[src/rtl/mips_cpu_div_pkg.sv]
// Shared types and constants for the DIV/DIVU sequencer and its unsigned divider.
package mips_cpu_div_pkg;

    localparam int          DIV_W   = 32;
    localparam logic [31:0] INT_MIN = 32'h8000_0000;

    typedef enum logic [1:0] {IDLE, START, WAIT, FIX} div_state_t;

    // Magnitude of an operand: negated only when the op is signed and the value is negative.
    function automatic logic [DIV_W-1:0] div_mag(input logic sgn, input logic [DIV_W-1:0] x);
        return (sgn && ((x & INT_MIN) != '0)) ? (~x + 1'b1) : x;
    endfunction

endpackage

[src/rtl/mips_cpu_divideru.sv]
// Unsigned restoring divider: one quotient bit per cycle, 32 cycles after start.
module mips_cpu_divideru
    import mips_cpu_div_pkg::*;
(
    input  logic             clk,
    input  logic             reset,
    input  logic             start,
    input  logic [DIV_W-1:0] dividend,
    input  logic [DIV_W-1:0] divisor,
    output logic [DIV_W-1:0] quotient,
    output logic [DIV_W-1:0] remainder,
    output logic             done,
    output logic             dbz
);

    logic [5:0]       cnt;
    logic [DIV_W-1:0] quo, rem, dvs;
    logic [DIV_W:0]   shifted, diff;
    logic             fits;

    // Partial remainder is always below the divisor, so the shifted value fits in 33 bits
    // and bit 32 of the difference is a clean borrow flag.
    always_comb begin
        shifted = {rem, quo[DIV_W-1]};
        diff    = shifted - {1'b0, dvs};
        fits    = !diff[DIV_W];
    end

    always_ff @(posedge clk) begin
        if (reset) begin
            cnt  <= '0;
            quo  <= '0;
            rem  <= '0;
            dvs  <= '0;
            done <= 1'b0;
            dbz  <= 1'b0;
        end else if (start) begin
            dvs <= divisor;
            dbz <= (divisor == '0);
            rem <= '0;
            if (dividend == '0) begin
                quo  <= '0;
                cnt  <= '0;
                done <= 1'b1;
            end else begin
                quo  <= dividend;
                cnt  <= 6'd32;
                done <= 1'b0;
            end
        end else if (cnt != '0) begin
            quo <= {quo[DIV_W-2:0], fits};
            rem <= fits ? diff[DIV_W-1:0] : shifted[DIV_W-1:0];
            cnt <= cnt - 6'd1;
            if (cnt == 6'd1) done <= 1'b1;
        end
    end

    assign quotient  = quo;
    assign remainder = rem;

endmodule

[src/rtl/mips_cpu_div_ctrl.sv]
// DIV/DIVU sequencer and HI/LO owner: sign handling around the unsigned divider plus MTHI/MTLO.
module mips_cpu_div_ctrl
    import mips_cpu_div_pkg::*;
(
    input  logic             clk,
    input  logic             reset_n,
    input  logic             op_valid,
    output logic             op_ready,
    input  logic             op_signed,
    input  logic [DIV_W-1:0] op_dividend,
    input  logic [DIV_W-1:0] op_divisor,
    input  logic             mthi,
    input  logic             mtlo,
    input  logic [DIV_W-1:0] mt_data,
    output logic [DIV_W-1:0] hi,
    output logic [DIV_W-1:0] lo,
    output logic             busy,
    output logic             dbz
);

    div_state_t       state;
    logic             sgn, dd_sign, dv_sign;
    logic [DIV_W-1:0] dd_mag, dv_mag, q_cap, r_cap;
    logic             div_start, div_done, div_dbz_unused;
    logic [DIV_W-1:0] div_q, div_r;
    logic             q_neg, r_neg;

    assign busy      = (state != IDLE);
    assign op_ready  = (state == IDLE) && !mthi && !mtlo;
    assign div_start = (state == START);
    assign q_neg     = sgn && (dd_sign ^ dv_sign);
    assign r_neg     = sgn && dd_sign;

    mips_cpu_divideru u_div (
        .clk       (clk),
        .reset     (!reset_n),
        .start     (div_start),
        .dividend  (dd_mag),
        .divisor   (dv_mag),
        .quotient  (div_q),
        .remainder (div_r),
        .done      (div_done),
        .dbz       (div_dbz_unused)
    );

    always_ff @(posedge clk or negedge reset_n) begin
        if (!reset_n) begin
            state   <= IDLE;
            sgn     <= 1'b0;
            dd_sign <= 1'b0;
            dv_sign <= 1'b0;
            dd_mag  <= '0;
            dv_mag  <= '0;
            q_cap   <= '0;
            r_cap   <= '0;
            hi      <= '0;
            lo      <= '0;
            dbz     <= 1'b0;
        end else begin
            dbz <= 1'b0;
            // An MT write wins over everything and discards any in-flight divide.
            if (mthi || mtlo) begin
                if (mthi) hi <= mt_data;
                if (mtlo) lo <= mt_data;
                state <= IDLE;
            end else begin
                case (state)
                    IDLE: if (op_valid) begin
                        if (op_divisor == '0) begin
                            dbz <= 1'b1;
                        end else begin
                            sgn     <= op_signed;
                            dd_sign <= op_dividend[DIV_W-1];
                            dv_sign <= op_divisor[DIV_W-1];
                            dd_mag  <= div_mag(op_signed, op_dividend);
                            dv_mag  <= div_mag(op_signed, op_divisor);
                            state   <= START;
                        end
                    end
                    START: state <= WAIT;
                    WAIT: if (div_done) begin
                        q_cap <= div_q;
                        r_cap <= div_r;
                        state <= FIX;
                    end
                    FIX: begin
                        lo    <= q_neg ? (~q_cap + 1'b1) : q_cap;
                        hi    <= r_neg ? (~r_cap + 1'b1) : r_cap;
                        state <= IDLE;
                    end
                    default: state <= IDLE;
                endcase
            end
        end
    end

endmodule

[config.mk]
export PLATFORM = sky130hd
export DESIGN_NAME = mips_cpu_div_ctrl
export DESIGN_NICKNAME = d
export VERILOG_FILES = /design/src/rtl/mips_cpu_div_pkg.sv /design/src/rtl/mips_cpu_divideru.sv /design/src/rtl/mips_cpu_div_ctrl.sv
export SDC_FILE = /design/constraint.sdc
export NUM_CORES = 1
export LEC_CHECK = 0
export CORE_MARGIN = 5
export CORE_UTILIZATION = 50
export CTS_BUF_LIST = sky130_fd_sc_hd__clkbuf_2 sky130_fd_sc_hd__clkbuf_4 sky130_fd_sc_hd__clkbuf_8
export CTS_CLUSTER_SIZE = 16
export DETAILED_ROUTE_END_ITERATION = 16
export GPL_ROUTABILITY_DRIVEN = 1
export PLACE_DENSITY = 0.71
export SYNTH_ARGS = -nofsm -noshare
export SYNTH_HDL_FRONTEND = slang
export SYNTH_SLANG_ARGS = --single-unit
export TNS_END_PERCENT = 5
[constraint.sdc]
create_clock -name clk -period 5.81 [get_ports clk]
set_input_delay 1.162 -clock clk [delete_from_list [all_inputs] [get_ports clk]]
set_output_delay 1.162 -clock clk [all_outputs]
set_load 0.005 [all_outputs]
After elaboration in Yosys (flattened, before gate mapping):

Index checks and enable logic that the tools add are counted.

* register bits: 301

* add/subtract/negate cells: 6
* equality and inequality tests: 9
* muxes and demuxes: 30
* bitwise gates (word level): 8
* reductions and logical operators: 25

Operators by type and width (count)
* 32-bit two-way mux: 14
* 32-bit by 1-bit adder with 32-bit output, second input constant: 4
* 32-bit inverter: 4
* 32-bit zero test: 2
* 33-bit by 32-bit subtractor with 33-bit output: 1
* 6-bit two-way mux: 3
* 1-bit two-way mux: 8
* 2-bit two-way mux: 4
* 2-bit case mux with 4 select lines: 1
* 2-bit nonzero test: 4
* 6-bit by 1-bit == test with 1-bit output, second input constant: 1
* 1-bit logical AND: 6
* 3-bit by 2-bit inequality test with 1-bit output, second input constant: 2
* 2-bit AND reduction: 3
* 3-bit AND reduction: 2
* 6-bit nonzero test: 1
* 6-bit by 1-bit subtractor with 6-bit output, second input constant: 1
* 2-bit == test, second input constant: 2
* 2-bit inequality test, second input constant: 2
* 4-bit AND reduction: 1
* 1-bit zero test: 3
* 3-bit inequality test, second input constant: 1
* 1-bit inverter: 3
* 2-bit by 1-bit == test with 1-bit output, second input constant: 1
* other kinds (4): 4

Depth between registers and ports, before layout:

* depth in word-level cells: 5
* mapped depth: 13
* depth with buffers taken out: 11

Hierarchy:

A second synthesis with hierarchy kept.

* cells, all modules: 1903
* area total of the unflattened synthesis: 16713.5 um^2

Modules (own cells, without submodules)
* mips_cpu_div_ctrl: times used 1, cells an instance 1042, area an instance 10308.6 um^2, seq. area each 4954.8 um^2
* mips_cpu_divideru: times used 1, cells an instance 861, area an instance 6404.9 um^2, seq. area each 2082.0 um^2

Worst setup path before layout:

Ideal clock, no wire load.

* kind: in2reg
* from: input op_divisor[8]
* to: register state[1]
* library setup time: 0.122 ns
* arrival time: 3.304 ns
* required time: 5.688 ns
* slack: 2.384 ns
* cell stages on the path: 8
* buffers on the path: 0
* cell sequence: or4_4 -> nor3_2 -> nand4_1 -> or3_1 -> or3_4 -> a21boi_2 -> a21oi_1 -> a32o_1

* longest elaborated chain between the ends: 3

Ends and longest elaborated chain
* start, declared: RTL line mips_cpu_div_ctrl.sv:11 `input logic [DIV_W-1:0] op_divisor,`
* 32-bit zero test: RTL line mips_cpu_div_ctrl.sv:69 `if (op_divisor == '0) begin`
* 3-bit inequality test (no source line)
* 3-bit AND reduction (no source line)
* end signal, assigned: RTL line mips_cpu_div_ctrl.sv:65 `state <= IDLE;`
* end signal, assigned: RTL line mips_cpu_div_ctrl.sv:77 `state <= START;`
* end signal, assigned: RTL line mips_cpu_div_ctrl.sv:80 `START: state <= WAIT;`
* end, declared: RTL line mips_cpu_div_ctrl.sv:21 `div_state_t state;`

Every way passes these cells.
A chain may end at the register's enable or synchronous reset.

Worst setup path after layout:

* from: input mthi
* to: output op_ready

* longest elaborated chain between the ends: 3

Ends and longest elaborated chain
* start, declared: RTL line mips_cpu_div_ctrl.sv:12 `input logic mthi,`
* 1-bit zero test: RTL line mips_cpu_div_ctrl.sv:29 `assign op_ready = (state == IDLE) && !mthi && !mtlo;`
* 1-bit logical AND (2 in series): RTL line mips_cpu_div_ctrl.sv:29
* end, declared: RTL line mips_cpu_div_ctrl.sv:8 `output logic op_ready,`

Every way passes these cells.

==> qor.yml <==
die_w_um: 193
fin_skew_ns: 0.0185
relSlewSlack: 0.211
synth_edf_count: 0
die-height_um: 193
synth_warnings: 0
port_buffers: 168
synth-async-reset-ratio: 0.658
path_max_fanout: 4
grt_max_degree: 126
viasPerCell: 5.58
syn_inst: 1919
tns_ns: 0
slew_violations: 0
avgSynthCellArea_um2: 8.72
place_hpwl_um: 33500
rsz0062_at_grt: "no"
critPathCaptureType: "output port"
yosysSeqAreaShare: 0.419
tightest_slew_ns: 1.18
gp_congestion: 0.861
pin_count: 169
ys_ff_latch: 301
synth_nets: 2065
run_status: "complete, no violations"
antenna_found_initial: 0
period_minus_slack_ns: 4.33
die_area_um2: 37200
drc: 0
fin_crit_sh: 0.746
cpMaxStageDelayCell: "clkdlybuf4s50_1"
cts_buffer_depth: 3
clock-sinks: 301
htreeDepth: 2
holdCritPathClass: "reg2reg"
track_usage: 0.234
power_density_nw_per_um2: 432
cp-start-kind: "input pin"
synth_cell_types: 71
cp_common_cell: "clkdlybuf4s50_1"
cp_top_family: "buffers and inverters"
setup_viol: 0
grt_first_pass_wirelength_um: 71200
cts_made_buffers: 49
rows: 67
cts_setup_buffers: 0
cts_hold_buffers: 0
irDropWorstVdd_v: 0.000253
worstPathRequired_ns: 4.65
diodes: 0
initial_core_util: 0.503
nets: 2187
grt-ovfl-total: 0
area_delta_synth_final_pct: 18.1
crit_type: "in2out"
cts-resized-gates: 0
max_freq_mhz: 231
cellLeakagePower_nw: 8.48
vias: 14100
max_stage_delay_ns: 0.64
finalHoldViolations: 0
arrival_ns: 3.17
first_pass_iters: 5
path_cells: "clkdlybuf4s50_1 -> inv_1 -> nand2_1 -> nor2_1 -> clkdlybuf4s50_1"
drt.antenna.violating_nets: 0
ys.flop_type: "dfrtp_1"
grt_pass1_vias: 13400
wire_per_inst_um: 17.7
core-area_um2: 33300
maxCapViolCount: 0
cts-root-buf: "clkbuf_8"
drive_above_1_share: 0.0937
clk_latency_ns: 0.57
fillers: 2992
drt_wl_total_um: 44700
dr.first_iter.drc_count: 1061
clk_pin_slew_ns: 0.06
cts_tree: "built"
synthesis.area_um2: 16700
critPathBufInv: 3
placedCellCount: 2438
fin_cells: 2530
## final cells by class
| class | instances | area, µm² | share of cell area |
|---|---|---|---|
| Timing Repair Buffer | 178 | 1760 | 0.0891 |
| Sequential cell | 301 | 7020 | 0.355 |
| Inverter | 62 | 233 | 0.0118 |
| Tap cell | 448 | 561 | 0.0283 |
| Clock inverter | 12 | 138 | 0.00696 |
| Clock buffer | 80 | 1020 | 0.0516 |
| Multi-Input combinational cell | 1449 | 9050 | 0.458 |
## cell usage after synthesis, drive strengths merged (56+ instances only)
cell / count / area [µm²]
mux2i: 56 / 561
a21oi: 135 / 676
xnor2: 66 / 578
dfrtp: 198 / 4950
nand2: 207 / 777
dfxtp: 103 / 2060
o21ai: 221 / 1110
clkbuf: 81 / 310
nor2: 218 / 818
mux2: 66 / 743
inv: 62 / 233
xor2: 81 / 709
## registers in the layout, indices dropped and copies added (netlist names), 2 cells and up
register / cells
lo: 32
q_cap: 32
u_div.cnt: 6
u_div.quotient: 32
r_cap: 32
u_div.remainder: 32
state: 2
hi: 32
u_div.dvs: 32
dv_mag: 32
dd_mag: 32
## final timing paths
kind | start | endpoint | slack, ns | cells after the start
worst max register to register | u_div.remainder[15]$_SDFFE_PP0P_ | u_div.remainder[15]$_SDFFE_PP0P_ | 1.79 | 10
worst min-delay path | dv_mag[16]$_DFFE_PN0P_ | dv_mag[16]$_DFFE_PN0P_ | 0.48 | 2
worst min register to register | dv_mag[16]$_DFFE_PN0P_ | dv_mag[16]$_DFFE_PN0P_ | 0.48 | 2
worst max-delay path | mthi | op_ready | 1.48 | 5
max in group asynchronous | reset_n | hi[19]$_DFFE_PN0P_ | 3.71 | 2
min in group asynchronous | reset_n | hi[27]$_DFFE_PN0P_ | 0.57 | 1
## where the power goes
group          internal (W)  switching, W  total [W]
Clock               0.00124      0.000844    0.00209
Sequential          0.00252      0.000423    0.00294
Combinational       0.00148       0.00204    0.00352
Total               0.00525       0.00330    0.00855
## logic make-up (layout without fill, tap and decap cells)
logic type | after synthesis | count (layout) | synth area share
AO/OA/AOI/OAI | 507 | 507 | 0.178
XOR/XNOR | 147 | 147 | 0.0769
adder cells (fa/ha/maj) | 44 | 44 | 0.0333
buffers and inverters | 169 | 332 | 0.0427
flip-flops | 301 | 301 | 0.419
multiplexers | 122 | 122 | 0.0779
AND/OR/NAND/NOR | 629 | 629 | 0.173
## stage by stage
stage,utilization,hold WS [ns],setup slack [ns],cell area [µm²],power [W]
3_5_place_dp,0.559,0.467,0.993,18600,0.00645
2_1_floorplan,-,0.437,2.38,16700,0.00548
6_report,0.594,0.475,1.48,19800,0.00855
5_1_grt,0.594,0.501,1.28,19800,0.00914
3_3_place_gp,0.559,0.461,1.12,18600,0.00634
4_1_cts,0.594,0.481,1.55,19800,0.00856
## placed cells by master, fill, tap and decap left out, types with 17 or more instances in the layout
master and n:
xor2_1 81, o31ai_1 43, nor2b_1 39, o21ai_0 217
xnor2_1 66, nand3_1 17, clkbuf_8 67, dfrtp_1 198
inv_1 62, ha_1 42, mux2i_1 56, nor2_1 216
dfxtp_1 103, clkdlybuf4s50_1 167, mux2_2 66, nand2_1 207
a21oi_1 133, nor3_1 26, nor4_1 25, a31oi_1 17
## worst reg2reg max path: stages (launching register included)
cell      delay (ns)
dfxtp_1         0.37
ha_1            0.49
nand4_1         0.31
or4_1           0.56
a211o_1         0.26
nand3_1         0.25
or4_1           0.19
and3_1          0.68
buf_4           0.39
mux2i_1         0.27
a211oi_1        0.09
## per-layer routing
metal | share of wire | track usage | vias up
li1 | - | - | 6974
met3 | 0.070 | 0.0364 | 62
met4 | 0.026 | 0.0697 | 0
met1 | 0.49 | 0.358 | 6631
met5 | 0 | 0 | -
met2 | 0.42 | 0.343 | 456
Power figures use the tool's default switching activity.
